### config.mk
export PLATFORM = sky130hd
export DESIGN_NAME = code_entry
export DESIGN_NICKNAME = d
export VERILOG_FILES = /design/src/rtl/code_entry.sv
export SDC_FILE = /design/constraint.sdc
export NUM_CORES = 1
export LEC_CHECK = 0
export CORE_MARGIN = 1.5
export CORE_UTILIZATION = 52
export DETAILED_ROUTE_END_ITERATION = 8
export PLACE_DENSITY = 0.9
export SLEW_MARGIN = 20
export SYNTH_ARGS = -nofsm -noshare
export SYNTH_HDL_FRONTEND = slang
export SYNTH_SLANG_ARGS = --single-unit
export TNS_END_PERCENT = 5
### constraint.sdc
create_clock -name clk -period 2.1 [get_ports clk]
set_input_delay 0.42 -clock clk [delete_from_list [all_inputs] [get_ports clk]]
set_output_delay 0.42 -clock clk [all_outputs]
set_load 0.02 [all_outputs]
### src/rtl/code_entry.sv
// Secret-code entry for a codemaker: collects NUM_DIGITS legal digits on
// rising edges of the selected enter button, presents the code until acknowledged.
module code_entry #(
    parameter int NUM_DIGITS = 4,
    parameter int DIGIT_W    = 3,
    parameter int MAX_DIGIT  = 5
) (
    input  logic                            clk,
    input  logic                            reset,
    input  logic                            take_code,
    input  logic                            active_p,
    input  logic                            enterA,
    input  logic                            enterB,
    input  logic [DIGIT_W-1:0]              digit_in,
    input  logic                            code_ack,
    output logic [NUM_DIGITS*DIGIT_W-1:0]   code_out,
    output logic                            code_valid,
    output logic [$clog2(NUM_DIGITS)-1:0]   digit_idx,
    output logic                            err,
    output logic                            locked
);

    localparam int                 IDX_W    = $clog2(NUM_DIGITS);
    localparam int                 CODE_W   = NUM_DIGITS * DIGIT_W;
    localparam logic [DIGIT_W-1:0] MAX_D    = DIGIT_W'(MAX_DIGIT);
    localparam logic [IDX_W-1:0]   LAST_IDX = IDX_W'(NUM_DIGITS - 1);

    typedef enum logic [1:0] {IDLE, COLLECT, HOLD, DONE} state_t;

    state_t             state_q, state_d;
    logic [CODE_W-1:0]  code_q, code_d;
    logic [IDX_W-1:0]   idx_q, idx_d;
    logic               valid_q, valid_d;
    logic               err_q, err_d;
    logic               locked_q, locked_d;
    logic               enter_a_q, enter_a_d;
    logic               enter_b_q, enter_b_d;

    logic               sel_enter;
    logic               sel_prev;
    logic               press;

    // Both buttons are tracked continuously, so switching the source compares
    // the new button against its own last level and never fabricates a press.
    assign sel_enter = active_p ? enterB : enterA;
    assign sel_prev  = active_p ? enter_b_q : enter_a_q;
    assign press     = sel_enter & ~sel_prev;

    always_comb begin
        state_d   = state_q;
        code_d    = code_q;
        idx_d     = idx_q;
        valid_d   = valid_q;
        err_d     = 1'b0;
        locked_d  = locked_q;
        enter_a_d = enterA;
        enter_b_d = enterB;

        case (state_q)
            IDLE: begin
                if (take_code) begin
                    state_d = COLLECT;
                    idx_d   = '0;
                end
            end
            COLLECT: begin
                if (!take_code) begin
                    state_d = IDLE;
                    code_d  = '0;
                    idx_d   = '0;
                    valid_d = 1'b0;
                end else if (press) begin
                    if (digit_in > MAX_D) begin
                        err_d = 1'b1;
                    end else begin
                        for (int k = 0; k < NUM_DIGITS; k++) begin
                            if (idx_q == IDX_W'(k)) begin
                                code_d[k*DIGIT_W +: DIGIT_W] = digit_in;
                            end
                        end
                        if (idx_q == LAST_IDX) begin
                            state_d = HOLD;
                            idx_d   = '0;
                            valid_d = 1'b1;
                        end else begin
                            idx_d = idx_q + 1'b1;
                        end
                    end
                end
            end
            HOLD: begin
                if (!take_code) begin
                    state_d = IDLE;
                    code_d  = '0;
                    idx_d   = '0;
                    valid_d = 1'b0;
                end else if (code_ack) begin
                    state_d  = DONE;
                    valid_d  = 1'b0;
                    locked_d = 1'b1;
                end
            end
            DONE: begin
                state_d = DONE;
            end
            default: begin
                state_d = IDLE;
            end
        endcase
    end

    always_ff @(posedge clk or posedge reset) begin
        if (reset) begin
            state_q   <= IDLE;
            code_q    <= '0;
            idx_q     <= '0;
            valid_q   <= 1'b0;
            err_q     <= 1'b0;
            locked_q  <= 1'b0;
            enter_a_q <= 1'b0;
            enter_b_q <= 1'b0;
        end else begin
            state_q   <= state_d;
            code_q    <= code_d;
            idx_q     <= idx_d;
            valid_q   <= valid_d;
            err_q     <= err_d;
            locked_q  <= locked_d;
            enter_a_q <= enter_a_d;
            enter_b_q <= enter_b_d;
        end
    end

    assign code_out   = code_q;
    assign code_valid = valid_q;
    assign digit_idx  = idx_q;
    assign err        = err_q;
    assign locked     = locked_q;

endmodule

==> flow_metrics.tcl <==
set metrics [dict create \
    status "finished clean" \
    place.gp.congestion 0.818 \
    cp.required_ns 1.68 \
    r2r_end "code_out[3]" \
    core_sq_mm 0.00198 \
    drt_iter0_markers 25 \
    slowest_stage "clkdlybuf4s50_1" \
    fin_ws_ns 0.241 \
    wl_met3_um 95 \
    nFillCells 128 \
    slew_violations 0 \
    wl_per_cell_um 15.8 \
    timing.final.crit_period_ns 1.86 \
    worst_pin_slew_ns 0.445 \
    final_cell_mix "26 x clkdlybuf4s50_1, 21 x dfrtp_1, 13 x o21ai_0" \
    p_leak_nw 0.670 \
    syn_avg_cell_area_sq_um 11.3 \
    viasPerCell 5.71 \
    setup-tns-final_ns 0 \
    grt_pass1_wl_mm 4.22 \
    relSlewSlack_pct 70.3 \
    clockRootBuffer "clkbuf_4" \
    clk_pin_slew_worst_paths_ns 0.12 \
    wl_met1_mm 1.05 \
    hpwlAfterDp_mm 1.82 \
    die_y_um 49.3 \
    wl_met2_mm 1.23 \
    drive_gt1_share_pct 15.1 \
    powerDensity_mw_per_mm2 509 \
    power_mw 0.730 \
    grt_max_degree 22 \
    ys_ff_latch 21 \
    portBuffers 26 \
    syn-cell-area_sq_mm 0.00112 \
    dr.pass1.iters 4 \
    first_global_vias 904 \
    post_cts_resized 0 \
    dp_slack_ns 0.139 \
    globalRouteOverflowTotal 0 \
    drv_cap 0 \
    tritoncts "done" \
    arrival_ns 1.44 \
    cts-hold-fix-buffers 0 \
    reg2regPathDepth 3 \
    final_common_cell "clkdlybuf4s50_1" \
    dieArea_sq_mm 0.00243 \
    wl_mm 2.42 \
    critPathTopFamily "buffers and inverters" \
    top_layer_used "met4" \
    ios 27 \
    hold_path_class "input pin to async pin" \
    final_antenna_net_count 0 \
    antenna_found_initial 0 \
    synth_nets 113 \
    ys_warn_count 0 \
    htree_levels 1 \
    ys_seq_area_share_pct 47.1 \
    end_kind "output pin" \
    startpoint "digit_idx[0]" \
    cp_max_fo 6 \
    ctsLongestPathBuffers 2 \
    cts_buffers 3 \
    rows 16 \
    slowest_delay_ns 0.65 \
    path_buf_inv 1 \
    cp-start-kind "flop" \
    min_period_over_period_pct 88.5 \
    irDropWorstVdd_uv 354 \
    hold_ws_ns 0.424 \
    cts_setup_buffers 0 \
    insertion_delay_ns 0.31 \
    nNetsFinal 141 \
    synth_cells 99 \
    start_util_pct 56.3 \
    rsz0062_at_grt "false" \
    die_x_um 49.3 \
    r2r_setup_slack_ns 0.62 \
    cts_sinks 21 \
    fin_worst_skew_ns 0.00257 \
    fmax_mhz 538 \
    final_core_util_pct 72.5 \
    worst-setup-path-type "flop to output pin" \
    cp_cell_sequence "clkdlybuf4s50_1" \
    reg2reg_from "state_q[1]" \
    drc_errors 0 \
    hold_viol 0 \
    finalSetupViolCount 0 \
    vias 873 \
    track_usage_pct 22.9 \
    synthDistinctLibCells 31 \
    antenna_cells 0 \
    area_delta_synth_final_pct 28.7 \
]
## worst min-delay path, delay by kind of cell
| family | cells | cell delay, ns |
|---|---|---|
| buffers and inverters | 3 | 0.72 |
## cell type report
type	instances	area [sq um]	area share, %
tap	27	33.8	2.35
timing repair buffer	30	290	20.2
inverter	6	22.5	1.57
multi-input combinational	65	537	37.4
clock buffer	3	22.5	1.57
sequential	21	526	36.6
clock inverter	1	5.00	0.348
## power by group
part           internal [mW]  leakage (nW)  switching, mW
clock                 0.0713        0.0177          0.128
sequential             0.414         0.284        0.00868
combinational         0.0498         0.368         0.0590
## worst max-delay path by stage
stage / endpoint / slack [ns] / cells past startpoint
floorplan: digit_idx[0] / 0.77 / 4
global placement: code_out[3] / 0.22 / 4
detailed placement: code_out[0] / 0.14 / 4
CTS: digit_idx[0] / 0.25 / 1
global route: digit_idx[0] / 0.20 / 1
finish: digit_idx[0] / 0.24 / 1
## routing by layer
metal	track usage, %	vias up
li1	-	413
met1	29.1	428
met2	39.0	27
met3	3.07	5
met4	9.52	0
met5	0	-
## cell usage after synthesis
master,n,area [sq um]
nand2b_1,1,6.26
o21ba_2,1,10.0
nor3b_4,1,18.8
o211a_1,1,10.0
and2b_1,1,7.51
o21bai_1,1,7.51
o2111a_1,1,11.3
o32ai_1,1,8.76
a211oi_2,1,12.5
o21ai_0,13,65.1
clkbuf_1,3,11.3
o2111ai_2,3,45.0
nand4_1,2,12.5
o211ai_4,1,21.3
nand2_1,3,11.3
nor2_1,1,3.75
o21ai_1,1,5.00
a21o_1,1,7.51
buf_2,4,20.0
nor3_1,1,5.00
and3b_1,2,17.5
a21oi_1,1,5.00
dfrtp_1,21,526
or3b_2,3,26.3
inv_1,6,22.5
xnor2_1,1,8.76
ha_1,4,50.1
nand3_1,5,25.0
o22ai_1,1,6.26
o21ai_2,1,8.76
mux2i_1,12,120
## sequential cells by signal, summed over array words and instances (netlist names)
name	flops
code_out	12
digit_idx	2
state_q	2
code_valid	1
enter_a_q	1
enter_b_q	1
err	1
locked	1
## stage by stage
step                cells  instance area, sq um
global placement      149                  1410
floorplan              99                  1120
finish                153                  1440
CTS                   153                  1440
detailed placement    149                  1410
global route          153                  1440
## logic make-up after synthesis
kind of cell / count (synthesis) / share of synthesized area, %
AOI/OAI and AO/OA: 28 / 20.1
DFF: 21 / 47.1
and+or+nand+nor: 20 / 12.0
buffers and inverters: 13 / 4.82
muxes: 12 / 10.8
adders and majority gates: 4 / 4.48
xor gates and xnor gates: 1 / 0.785
(Power assumes the default switching activity.)
==> RTL change: new RTL, config.mk and constraints unchanged <==
Make the reset (`reset`) synchronous in one clocked block.
--- a/src/rtl/code_entry.sv
+++ b/src/rtl/code_entry.sv
@@ -109,7 +109,7 @@
         endcase
     end
 
-    always_ff @(posedge clk or posedge reset) begin
+    always_ff @(posedge clk) begin
         if (reset) begin
             state_q   <= IDLE;
             code_q    <= '0;
Behaviour: differs if reset is asserted again (counterexample within 4 cycles, from zero or initial values and one cycle with reset high); with reset held inactive, the same outputs for 10 cycles.
==> RTL change against the original RTL <==
Combinational power is 8% higher; fmax up 3.5%; largest power group unchanged; area after synthesis is 9.9% lower; critical path type unchanged; setup slack better by 0.062 ns; cell area fell by 6.5%; utilization rose by 3.6 points; sequential cell count did not move; highest routed layer unchanged; power decreased by 0.86%; count of clock-buffer cells in the layout unchanged; routed wire length is 7.2% lower; final cell count is 2.6% higher; clock skew fell by 0.0019 ns; clock power decreased by 4%.
==> RTL change: results (changes against the original RTL) <==
WL per Instance - 14.3 um (was 15.8 um)
Yosys cell types - 38 (was 31)
DP HPWL - 1710 um (was 1820 um)
clk_skew - 0.000642 ns (was 0.00257 ns)
largest net degree at the start of global routing - 13 (was 22)
met2 WL post-DR - 1110 um (was 1230 um)
Leakage Power - 0.486 nW (was 0.670 nW)
HP Class - reg2reg (was in2async)
GR Util met1 - 31.9% (was 29.1%)
grt met3 use - 4.62% (was 3.07%)
final hold slack - 0.476 ns (was 0.424 ns)
post-layout net count - 147 (was 141)
Main synth FF type - dfxtp_1 (was dfrtp_1)
most instantiated cells after synthesis - 21 x dfxtp_1, 8 x nand2b_1, 6 x mux2i_1 (was 21 x dfrtp_1, 13 x o21ai_0, 12 x mux2i_1)
Post-Syn Nets - 115 (was 113)
M1 WL - 1010 um (was 1050 um)
sequential share of the synthesized area - 41.8% (was 47.1%)
fraction of layout cells with a size suffix above 1 - 12.9% (was 15.1%)
vias post-DR - 887 (was 873)
critical path peak fanout - 5 (was 6)
FF-to-FF path depth - 4 (was 3)
1st-iter DRT viols - 16 (was 25)
first-pass GRT wire length - 3650 um (was 4220 um)
vias in the first global route - 804 (was 904)
Peak VDD IR - 385 uV (was 354 uV)
ys async rst share - 0% (was 100%)
GRT Overall Usage - 23.8% (was 22.9%)
GP Congestion - 0.886 (was 0.818)
Worst Path Arrival - 1.38 ns (was 1.44 ns)
status - finished, final reports clean (unchanged)
relative slew slack - 74.9% (was 70.3%)
met3 wire len - 83 um (was 95 um)
[RTL change: cells by family (layout without fill, tap and decap cells)]
group | count (synthesis) | in the layout | share of synthesized area, %
muxes | 7 | 7 | 7.09
AOI/OAI and AO/OA | 26 | 26 | 22.5
and+or+nand+nor | 33 | 33 | 19.4
buffers and inverters | 10 | 41 | 4.23
adders and majority gates | 4 | 4 | 4.98
DFF | 21 | 21 | 41.8
[RTL change: per-stage QoR]
| step | cells | setup slack (ns) | utilization, % | instance area (um2) |
|---|---|---|---|---|
| floorplan | 101 | 0.585 | - | 1010 |
| global placement | 153 | 0.141 | 74.5 | 1320 |
| detailed placement | 153 | 0.0741 | 74.5 | 1320 |
| CTS | 157 | 0.289 | 76.1 | 1340 |
| global route | 157 | 0.241 | 76.1 | 1340 |
| finish | 157 | 0.303 | 76.1 | 1340 |
[RTL change: final cells by class]
cell class | count | area [um2]
multi-input combinational | 70 | 543
fill | 147 | 422
sequential | 21 | 420
timing repair buffer | 31 | 298
tap | 25 | 31.3
clock buffer | 3 | 22.5
inverter | 6 | 22.5
clock inverter | 1 | 5.00
[RTL change: worst paths after layout]
kind,from,end,slack (ns)
worst min-delay path,code_out[7]$_SDFFE_PP0P_,code_out[7]$_SDFFE_PP0P_,0.48
worst max-delay path,digit_idx[0]$_SDFFE_PP0P_,digit_idx[0],0.30
worst max register to register,state_q[0]$_SDFFE_PP0P_,code_out[5]$_SDFFE_PP0P_,0.60
worst min register to register,code_out[7]$_SDFFE_PP0P_,code_out[7]$_SDFFE_PP0P_,0.48
[RTL change: where the power goes]
group	internal, mW	switching, mW	total [mW]	leakage, nW
clock	0.0712	0.121	0.192	0.0177
combinational	0.0581	0.0603	0.118	0.298
sequential	0.407	0.00677	0.413	0.170
total	0.536	0.188	0.724	0.486
